### config.mk
export PLATFORM = sky130hd
export DESIGN_NAME = feedback_decoder
export DESIGN_NICKNAME = d
export VERILOG_FILES = /design/src/rtl/feedback_pkg.sv /design/src/rtl/feedback_filter.sv /design/src/rtl/feedback_decoder.sv
export SDC_FILE = /design/constraint.sdc
export NUM_CORES = 1
export LEC_CHECK = 0
export CORE_ASPECT_RATIO = 0.75
export CORE_MARGIN = 2
export CORE_UTILIZATION = 53
export DETAILED_ROUTE_END_ITERATION = 16
export PLACE_DENSITY = 0.8
export SYNTH_ARGS = -nofsm -noshare
export SYNTH_HDL_FRONTEND = slang
export SYNTH_SLANG_ARGS = --single-unit
### constraint.sdc
create_clock -name clock -period 2.55 [get_ports clock]
set_clock_uncertainty 0.1 [all_clocks]
set_input_delay 0.51 -clock clock [delete_from_list [all_inputs] [get_ports clock]]
set_output_delay 0.51 -clock clock [all_outputs]
set_load 0.01 [all_outputs]
### src/rtl/feedback_pkg.sv
// feedback_pkg: shared constants and FSM encoding for the GenshinKitchen feedback decoder
package feedback_pkg;
   localparam logic [1:0] FB_TYPE = 2'b01;
   localparam int FB_PLAYER_READY    = 0;
   localparam int FB_PLAYER_HAS_ITEM = 1;
   localparam int FB_TARGET_READY    = 2;
   localparam int FB_TARGET_HAS_ITEM = 3;
   localparam int FB_TARGET_BUSY     = 4;
   localparam int FB_GAME_RUNNING    = 5;
   typedef enum logic [1:0] {SYNC = 2'd0, LIVE = 2'd1, STALE = 2'd2} fb_state_t;
endpackage

### src/rtl/feedback_filter.sv
// feedback_filter: commits a payload once it has been seen FILTER_DEPTH times in a row
module feedback_filter #(
   parameter int FILTER_DEPTH = 2
) (
   input  logic       clock,
   input  logic       reset,
   input  logic       i_fb,
   input  logic [5:0] i_payload,
   output logic       o_commit
);
   localparam logic [3:0] DEPTH = 4'(FILTER_DEPTH);
   logic [5:0] r_cand;
   logic [3:0] r_cnt;
   logic       w_match;
   logic [3:0] w_next_cnt;
   assign w_match    = (i_payload == r_cand) && (r_cnt != 4'd0);
   // count saturates at DEPTH so a steady stream keeps re-committing
   assign w_next_cnt = !w_match ? 4'd1 : (r_cnt == DEPTH) ? DEPTH : r_cnt + 4'd1;
   assign o_commit   = i_fb && (w_next_cnt == DEPTH);
   always_ff @(posedge clock) begin
      if (reset) begin
         r_cand <= '0;
         r_cnt  <= '0;
      end else if (i_fb) begin
         r_cand <= i_payload;
         r_cnt  <= w_next_cnt;
      end
   end
endmodule

### src/rtl/feedback_decoder.sv
// feedback_decoder: turns UART feedback bytes into a filtered, timed-out 6-bit status vector
module feedback_decoder
   import feedback_pkg::*;
#(
   parameter int FILTER_DEPTH   = 2,
   parameter int TIMEOUT_CYCLES = 153600,
   parameter int CNT_W          = 18
) (
   input  logic       clock,
   input  logic       reset,
   input  logic [7:0] data_bits,
   input  logic       data_valid,
   input  logic       script_mode,
   output logic [5:0] flags,
   output logic       flags_valid,
   output logic [5:0] rise_pulse,
   output logic [5:0] fall_pulse,
   output logic       stale,
   output logic [7:0] err_count
);
   localparam logic [CNT_W-1:0] LAST = CNT_W'(TIMEOUT_CYCLES - 1);
   fb_state_t        r_state, w_next_state;
   logic [CNT_W-1:0] r_tcnt;
   logic [5:0]       r_flags, r_rise, r_fall;
   logic [7:0]       r_err;
   logic             w_acc, w_fb, w_err, w_commit, w_expire;
   logic [5:0]       w_payload;
   assign w_payload = data_bits[7:2];
   assign w_acc     = data_valid && !script_mode;
   assign w_fb      = w_acc && (data_bits[1:0] == FB_TYPE);
   assign w_err     = w_acc && (data_bits[1:0] != FB_TYPE);
   // an accepted feedback byte in the expiry cycle keeps the link live
   assign w_expire  = (r_state == LIVE) && !script_mode && !w_fb && (r_tcnt == LAST);
   feedback_filter #(.FILTER_DEPTH(FILTER_DEPTH)) u_filter (
      .clock     (clock),
      .reset     (reset),
      .i_fb      (w_fb),
      .i_payload (w_payload),
      .o_commit  (w_commit)
   );
   always_comb begin
      w_next_state = r_state;
      if (w_commit) w_next_state = LIVE;
      else if (w_expire) w_next_state = STALE;
   end
   always_ff @(posedge clock) begin
      if (reset) r_state <= SYNC;
      else r_state <= w_next_state;
   end
   always_ff @(posedge clock) begin
      if (reset) begin
         r_flags <= '0;
         r_rise  <= '0;
         r_fall  <= '0;
         r_err   <= '0;
         r_tcnt  <= '0;
      end else begin
         r_rise <= w_commit ? (w_payload & ~r_flags) : '0;
         r_fall <= w_commit ? (~w_payload & r_flags) : '0;
         if (w_commit) r_flags <= w_payload;
         if (w_err && r_err != 8'hFF) r_err <= r_err + 8'd1;
         r_tcnt <= (w_fb || w_expire) ? '0 : (r_state == LIVE && !script_mode) ? r_tcnt + 1'b1 : r_tcnt;
      end
   end
   assign flags       = r_flags;
   assign rise_pulse  = r_rise;
   assign fall_pulse  = r_fall;
   assign err_count   = r_err;
   assign flags_valid = (r_state == LIVE);
   assign stale       = (r_state == STALE);
endmodule

==> out/results.txt, run 1 <==
initial antenna violation count: 0
GRT Util Overall: 0.205
Slew @ Worst Pin: 501 ps
Routability Congestion: 0.812
number of enable flip-flop cells after synthesis: 0
Worst setup SP type: input port
clk_lat worst skew: 300 ps
Max Slew Vio Count: 0
Post-Syn Nets: 296
relative slew slack: 0.665
largest net degree at the start of global routing: 19
total CTS buffers: 5
IO Port Bufs: 39
Post-CTS Setup Bufs: 0
status: completed
Mapped Avg Cell Area: 9.40 um2
delay-heaviest family, CP: simple AND/OR/NAND/NOR gates
setup TNS: 0 ps
dpl hpwl: 3960 um
Leak Pwr: 1.10 nW
Ports: 40
placement row count: 22
post_cts resized: 0
CP max stage delay: 500 ps
hold depth: 2
Hold Path Class: reg2reg
drc violations: 0
Ant. Diodes: 0
Clock transition at path regs: 90 ps
H-tree lvl count: 2
Routed wire per std cell: 13.8 um
Initial DRT Pass Iterations: 4
vias per inst: 5.69
vias in the first global route: 2035
post-synth cell types: 50
power density over cell area: 439 nW/um2
final hold vios: 0
WP data required: 2670 ps
Worst R2R Path Depth: 5
Die Y: 64.9 um
Max VDD drop: 0.311 mV
worst path arrival time: 2350 ps
CP endpoint kind: flop
commonest cells after routing, fill and taps aside: dfxtp_1 (56), nand2_1 (40), clkdlybuf4s50_1 (39), a21oi_1 (21), nor2_1 (16)
clk sinks: 56
Synth Instances: 279
worst hold slack: 372 ps
post-route ant nets: 0
RSZ-0062 raised after global routing: false
first-pass GRT wire length: 9200 um
Initial Utilization: 0.545
setup ws final: 328 ps
critical path, cell by cell: clkdlybuf4s50_1 -> and4bb_2 -> nand4_2 -> or3b_2 -> a21oi_1
Buf/Inv on CP: 1
max frequency: 0.450 GHz
Post-CTS Hold Fix Bufs: 0
CP max FO: 9
final worst-path cycle share: 0.871
sequential share of the synthesized area: 0.427
#FFs+latches synth: 56
P&R area growth vs syn: 23.5%
# nets final: 346
Die Width: 85.2 um
core area: 4820 um2
commonest non-fill, non-tap cell in the layout: dfxtp_1
final design utilization: 0.673
placed cell area: 3160 um2
maxcap violations: 0
post-synthesis cell area: 2620 um2
die area: 5540 um2
clock buffer depth: 2
DRT iter0 DRCs: 112
Post-Route WL: 5360 um
clock tree from TritonCTS: yes
YS warnings: 0
Post-synth ARST share: 0
DR vias: 2213
crit path kind: in2reg
ys flop type: dfxtp_1
Setup violations, final: 0
final worst path period need: 2220 ps
Placement Setup Slack: 45.6 ps
Critical-path top delay cell: or3b_2
Crit path depth: 5
Root Buffer: clkbuf_8
total grt overflow: 0
post-route cell area: 3240 um2
share of cells above drive strength 1: 0.116
==> where the power goes <==
| group | switching (mW) | internal, mW | leakage, nW |
|---|---|---|---|
| logic | 0.0510 | 0.0431 | 0.612 |
| registers | 0.00371 | 0.878 | 0.451 |
| clock network | 0.260 | 0.188 | 0.0410 |
| total | 0.315 | 1.11 | 1.10 |
==> cells by family after synthesis <==
kind of cell	share of synthesized area
and+or+nand+nor	0.320
DFF	0.427
AOI/OAI and AO/OA	0.113
xor gates and xnor gates	0.0634
buffers and inverters	0.0262
muxes	0.0267
adders and majority gates	0.0238
==> worst register-to-register path, delay by kind of cell (launching register included) <==
family	cells	cell delay (ps)
buffers and inverters	1	110
and+or+nand+nor	2	680
adders and majority gates	1	240
AOI/OAI and AO/OA	1	400
DFF	1	420
==> final timing paths <==
check,slack [ps],to,from
max,330,r_tcnt[14],script_mode
min,370,u_filter.r_cand[5],u_filter.r_cand[5]
max reg2reg,510,fall_pulse[5],u_filter.r_cnt[0]
min reg2reg,370,u_filter.r_cand[5],u_filter.r_cand[5]
==> sequential cells by signal (all words and copies together), names as in the netlist <==
signal / flops
r_tcnt: 18
err_count: 8
fall_pulse: 6
flags: 6
rise_pulse: 6
u_filter.r_cand: 6
u_filter.r_cnt: 4
r_state: 2
==> final cells by class <==
type / instances / area, um2
tap: 60 / 75.1
clock inverter: 1 / 5.00
inverter: 5 / 18.8
fill: 388 / 1580
multi-input combinational: 208 / 1440
timing repair buffer: 53 / 508
sequential: 56 / 1120
clock buffer: 6 / 72.6
==> through the flow <==
| stage | std cells | total power, mW |
|---|---|---|
| floorplan | 279 | 0.947 |
| global placement | 382 | 0.994 |
| detailed placement | 382 | 0.995 |
| CTS | 389 | 1.44 |
| global route | 389 | 1.49 |
| finish | 389 | 1.42 |
==> cell usage after synthesis (2+ instances only) <==
cell type  number  area [um2]
and4_1          2        17.5
clkbuf_1        6        22.5
nand2_1        40         150
dfxtp_1        56        1120
mux2i_1         7        70.1
nor4b_2         7         105
nor4_1          4        25.0
nand3_1         9        45.0
nand2b_1        3        18.8
xor2_1         13         114
or3b_2          2        17.5
o21ai_0         9        45.0
ha_1            5        62.6
nor2_1         16        60.1
and3_1          3        18.8
o211ai_1        2        15.0
or3_1           4        25.0
nor4b_1         5        43.8
or4_1           6        45.0
a211oi_1        2        15.0
inv_1           5        18.8
a21oi_1        21         105
xnor2_1         6        52.6
nand4_1         6        37.5
nor4bb_1        3        30.0
nor3_1          3        15.0
nand4bb_1       2        22.5
nor2b_1         4        25.0
nor3b_1         3        22.5
o31ai_1         5        37.5
==> routing by layer <==
metal / GRT usage / routed length (um)
met5: 0 / 0
met1: 0.271 / 2570
met2: 0.346 / 2500
met3: 0.0420 / 262
met4: 0.0456 / 29
No activity file was read; power rests on OpenSTA's default activity.
==> run 2, diff against run 1 <==
--- a/config.mk
+++ b/config.mk
@@ -5,7 +5,7 @@
 export SDC_FILE = /design/constraint.sdc
 export NUM_CORES = 1
 export LEC_CHECK = 0
-export CORE_ASPECT_RATIO = 0.75
+export CORE_ASPECT_RATIO = 0.7
 export CORE_MARGIN = 2
 export CORE_UTILIZATION = 53
 export DETAILED_ROUTE_END_ITERATION = 16
==> out/results.txt, run 2 (synthesis gave the netlist of run 1 again) <==
Initial Utilization: 0.549 (+0.00399)
DRT iter0 DRCs: 124 (+11%)
die area: 5540 um2 (about the same)
worst path arrival time: 2320 ps (-30 ps)
Worst R2R Path Depth: 6 (+1)
FF-to-FF Start: u_filter.r_cnt[0]
placement row count: 21 (-4.5%)
Clock transition at path regs: 90 ps (about the same)
max frequency: 0.454 GHz (+0.77%)
H-tree lvl count: 2 (unchanged)
Worst Hold Path EP: u_filter.r_cand[4]
commonest non-fill, non-tap cell in the layout: dfxtp_1
DR vias: 2265 (+2.3%)
Setup violations, final: 0 (unchanged)
hold_sp: u_filter.r_cand[4]
CP max FO: 14 (+5)
dpl hpwl: 4080 um (+3.0%)
Ports: 40 (unchanged)
worst hold slack: 372 ps (-0.205 ps)
placed cell count: 391 (+2.4%)
share of cells above drive strength 1: 0.112 (-0.00304)
drc violations: 0 (unchanged)
Leak Pwr: 1.10 nW (about the same)
CP max stage delay: 480 ps (-20 ps)
Ant. Diodes: 0 (unchanged)
Routed wire per std cell: 14.2 um (+2.7%)
post-route ant nets: 0 (unchanged)
Die Width: 88.1 um (+3.3%)
P&R area growth vs syn: 23.7%
total chip power: 1.44 mW (+1.0%)
hold depth: 2 (unchanged)
final worst-path cycle share: 0.865 (-0.00668)
Post-CTS Setup Bufs: 0 (unchanged)
Max VDD drop: 0.346 mV (+11%)
GRT Util Overall: 0.213 (+0.00823)
Internal Dissipation: 1.11 mW (about the same)
total CTS buffers: 5 (unchanged)
RSZ-0062 raised after global routing: false
Post-Route WL: 5630 um (+5.1%)
vias in the first global route: 2022 (-0.64%)
Critical-path top delay cell: clkdlybuf4s50_1
Root Buffer: clkbuf_8
Post-CTS Hold Fix Bufs: 0 (unchanged)
critical path, cell by cell: clkdlybuf4s50_1 -> nor4bb_1 -> and2_1 -> nand4b_4 -> nor4b_1
power density over cell area: 443 nW/um2 (+0.88%)
largest net degree at the start of global routing: 24 (+5)
Die Y: 62.9 um (-3.2%)
maxcap violations: 0 (unchanged)
power share of the clock group: 0.322 (+0.007)
Hold Path Class: reg2reg
WP data required: 2670 ps (about the same)
# nets final: 346 (unchanged)
total grt overflow: 0 (unchanged)
Worst setup SP type: input port
sequential fraction of design power: 0.613 (-0.006)
Initial DRT Pass Iterations: 4 (unchanged)
setup TNS: 0 ps (unchanged)
final design utilization: 0.679 (+0.00598)
IO Port Bufs: 39 (unchanged)
max reg flops: 18 (unchanged)
worst r2r dst: fall_pulse[0]
Routability Congestion: 0.827 (+1.8%)
relative slew slack: 0.655 (-0.00984)
Slew @ Worst Pin: 515 ps (+14.7 ps)
core area: 4780 um2 (-0.73%)
switching pwr: 0.330 mW (+4.8%)
Largest Register: r_tcnt
worst reg2reg setup slack: 430 ps (-80 ps)
first-pass GRT wire length: 9320 um (+1.3%)
CP endpoint kind: flop
crit path kind: in2reg
status: completed
commonest cells after routing, fill and taps aside: dfxtp_1 (56), nand2_1 (40), clkdlybuf4s50_1 (39), a21oi_1 (21), nor2_1 (16)
final hold vios: 0 (unchanged)
Max Slew Vio Count: 0 (unchanged)
clock buffer depth: 2 (unchanged)
clock tree from TritonCTS: yes
final worst path period need: 2210 ps (-17.0 ps)
vias per inst: 5.69 (about the same)
Comb pwr share: 0.065 (about the same)
initial antenna violation count: 0 (unchanged)
clk sinks: 56 (unchanged)
post_cts resized: 0 (unchanged)
Sw Ratio: 0.230 (+0.00825)
clk_lat worst skew: 310 ps (about the same)
Post-Layout Cell Count: 398 (+2.3%)
==> run 2: layout make-up <==
type,instances,area [um2]
clock buffer,6,72.6
clock inverter,1,5.00
fill,410,1540
inverter,5,18.8
multi-input combinational,208,1430
sequential,56,1120
tap,69,86.3
timing repair buffer,53,508
==> run 2: layer usage <==
layer / vias up / track usage / wire length, um
li1: 1119 / - / -
met4: 0 / 0.0644 / 67
met3: 8 / 0.0528 / 284
met1: 1075 / 0.291 / 2640
met5: - / 0 / 0
met2: 63 / 0.331 / 2640
==> run 2: through the flow <==
| stage | setup slack (ps) | instance area (um2) |
|---|---|---|
| 3_5_place_dp | -10.9 | 3170 |
| 4_1_cts | 312 | 3250 |
| 3_3_place_gp | 76.8 | 3170 |
| 2_1_floorplan | 686 | 2620 |
| 6_report | 345 | 3250 |
| 5_1_grt | 146 | 3250 |
==> run 2: critical path, delay by kind of cell <==
family	cells	cell delay (ps)
buffers and inverters	1	480
AND/OR/NAND/NOR	4	1330
==> run 2: how the worst max path moves through the flow <==
| stage | start | endpoint | slack, ps | cells past startpoint |
|---|---|---|---|---|
| 2_1_floorplan | data_bits[6] | flags[0] | 690 | 5 |
| 3_3_place_gp | script_mode | fall_pulse[5] | 80 | 5 |
| 5_1_grt | script_mode | fall_pulse[5] | 150 | 5 |
| 3_5_place_dp | script_mode | fall_pulse[0] | -10 | 5 |
| 4_1_cts | script_mode | fall_pulse[0] | 310 | 5 |
| 6_report | script_mode | fall_pulse[0] | 340 | 5 |
==> run 2: power groups by stage <==
| stage | combinational (mW) | clock [mW] | sequential [mW] |
|---|---|---|---|
| 3_3_place_gp | 0.0913 | 0 | 0.902 |
| 4_1_cts | 0.0939 | 0.473 | 0.882 |
| 2_1_floorplan | 0.0449 | 0 | 0.902 |
| 5_1_grt | 0.102 | 0.507 | 0.883 |
| 6_report | 0.0937 | 0.463 | 0.882 |
| 3_5_place_dp | 0.0936 | 0 | 0.902 |
==> run 3, diff against run 2 <==
--- a/config.mk
+++ b/config.mk
@@ -7,9 +7,11 @@
 export LEC_CHECK = 0
 export CORE_ASPECT_RATIO = 0.7
 export CORE_MARGIN = 2
-export CORE_UTILIZATION = 53
+export CORE_UTILIZATION = 62
 export DETAILED_ROUTE_END_ITERATION = 16
-export PLACE_DENSITY = 0.8
+export DONT_BUFFER_PORTS = 1
+export HOLD_SLACK_MARGIN = 0.12
+export PLACE_DENSITY = 0.79
 export SYNTH_ARGS = -nofsm -noshare
 export SYNTH_HDL_FRONTEND = slang
 export SYNTH_SLANG_ARGS = --single-unit
==> out/results.txt, run 3 (synthesis gave the netlist of run 1 again) <==
status: completed
Initial Utilization: 0.657 (+0.108)
RSZ-0062 raised after global routing: false
Largest Register: r_tcnt
power density over cell area: 511 nW/um2 (+15%)
drc violations: 0 (unchanged)
Max Slew Vio Count: 0 (unchanged)
Buf/Inv on CP: 1 (unchanged)
Post-CTS Setup Bufs: 0 (unchanged)
sequential fraction of design power: 0.625 (+0.012)
clk sinks: 56 (unchanged)
worst hold slack: 154 ps (-218 ps)
vias in the first global route: 1894 (-6.3%)
share of cells above drive strength 1: 0.103 (-0.00926)
Sw Ratio: 0.225 (-0.00458)
DR vias: 1994 (-12%)
clk_lat worst skew: 310 ps (about the same)
setup TNS: 0 ps (unchanged)
relative slew slack: 0.642 (-0.0130)
Critical-path top delay cell: a2111oi_4
Die Y: 58.4 um (-7.1%)
total grt overflow: 0 (unchanged)
Ant. Diodes: 0 (unchanged)
dpl hpwl: 3720 um (-8.9%)
switching pwr: 0.318 mW (-3.8%)
placement row count: 19 (-9.5%)
post-route ant nets: 0 (unchanged)
Post-Route WL: 5190 um (-7.8%)
Root Buffer: clkbuf_8
GRT Util Overall: 0.237 (+0.0241)
core area: 3990 um2 (-16%)
crit path kind: reg2reg
max frequency: 0.450 GHz (-0.81%)
critical path, cell by cell: inv_1 -> ha_1 -> a2111oi_4 -> nand4b_4 -> nor4b_1
P&R area growth vs syn: 5.34%
Routability Congestion: 0.804 (-2.8%)
Ports: 40 (unchanged)
Comb pwr share: 0.033 (-0.032)
DRT iter0 DRCs: 127 (+2.4%)
Hold Path Class: in2reg
CP max FO: 14 (unchanged)
die area: 4780 um2 (-14%)
worst path arrival time: 2320 ps (about the same)
vias per inst: 5.99 (+5.2%)
# nets final: 297 (-14%)
post_cts resized: 0 (unchanged)
clock buffer depth: 2 (unchanged)
Initial DRT Pass Iterations: 4 (unchanged)
commonest non-fill, non-tap cell in the layout: dfxtp_1
Worst setup SP type: flop
final hold vios: 0 (unchanged)
Max VDD drop: 0.423 mV (+22%)
initial antenna violation count: 0 (unchanged)
total CTS buffers: 5 (unchanged)
Clock transition at path regs: 100 ps (about the same)
maxcap violations: 0 (unchanged)
final worst-path cycle share: 0.872 (+0.00705)
power share of the clock group: 0.342 (+0.020)
IO Port Bufs: 0 (-100%)
first-pass GRT wire length: 8810 um (-5.5%)
Internal Dissipation: 1.09 mW (-1.2%)
Setup violations, final: 0 (unchanged)
CP endpoint kind: flop
max reg flops: 18 (unchanged)
Leak Pwr: 0.916 nW (-17%)
final worst path period need: 2220 ps (+18.0 ps)
Die Width: 81.8 um (-7.2%)
Routed wire per std cell: 15.6 um (+10%)
largest net degree at the start of global routing: 36 (+50%)
Slew @ Worst Pin: 537 ps (+21.4 ps)
commonest cells after routing, fill and taps aside: dfxtp_1 (56), nand2_1 (40), a21oi_1 (21), nor2_1 (16), xor2_1 (13)
CP max stage delay: 530 ps (+50 ps)
clock tree from TritonCTS: yes
delay-heaviest family, CP: simple AND/OR/NAND/NOR gates
Post-CTS Hold Fix Bufs: 0 (unchanged)
H-tree lvl count: 2 (unchanged)
WP data required: 2650 ps (-20 ps)
## run 3: final cells by class
cell class,instances,area (um2)
multi-input cells,208,1440
fillers,312,1230
flip-flops and latches,56,1120
clock buffers,6,72.6
well taps,52,65.1
repair buffers,4,30.0
inverters,5,18.8
clock inverters,2,16.3
## run 3: final timing paths
check / startpoint / endpoint / slack (ps) / depth (start not counted)
worst min-delay path: reset / err_count[4] / 150 / 1
worst min register to register: u_filter.r_cand[3] / u_filter.r_cand[3] / 370 / 2
worst max register to register: u_filter.r_cnt[0] / fall_pulse[5] / 330 / 5
worst max-delay path: u_filter.r_cnt[0] / fall_pulse[5] / 330 / 5
## run 3: per-stage QoR
step / setup slack (ps) / instances / utilization / area (um2) / power [mW]
floorplan: 686 / 279 / - / 2620 / 0.947
finish: 327 / 333 / 0.692 / 2760 / 1.41
CTS: 352 / 333 / 0.692 / 2760 / 1.43
global route: 119 / 333 / 0.692 / 2760 / 1.46
global placement: 484 / 325 / 0.670 / 2680 / 0.948
detailed placement: 378 / 325 / 0.670 / 2680 / 0.950
## run 3: routing by layer
layer | track usage | wire (um) | share of wire
met1 | 0.343 | 2630 | 0.51
met3 | 0.0552 | 281 | 0.054
met5 | 0 | 0 | 0
met4 | 0.0571 | 22 | 0.0042
met2 | 0.361 | 2260 | 0.43
## run 3: power groups by stage
stage               clock network, mW  logic, mW  registers (mW)
CTS                             0.499     0.0477           0.882
finish                          0.483     0.0472           0.882
floorplan                           0     0.0449           0.902
global route                    0.528     0.0524           0.883
detailed placement                  0     0.0472           0.903
global placement                    0     0.0461           0.902
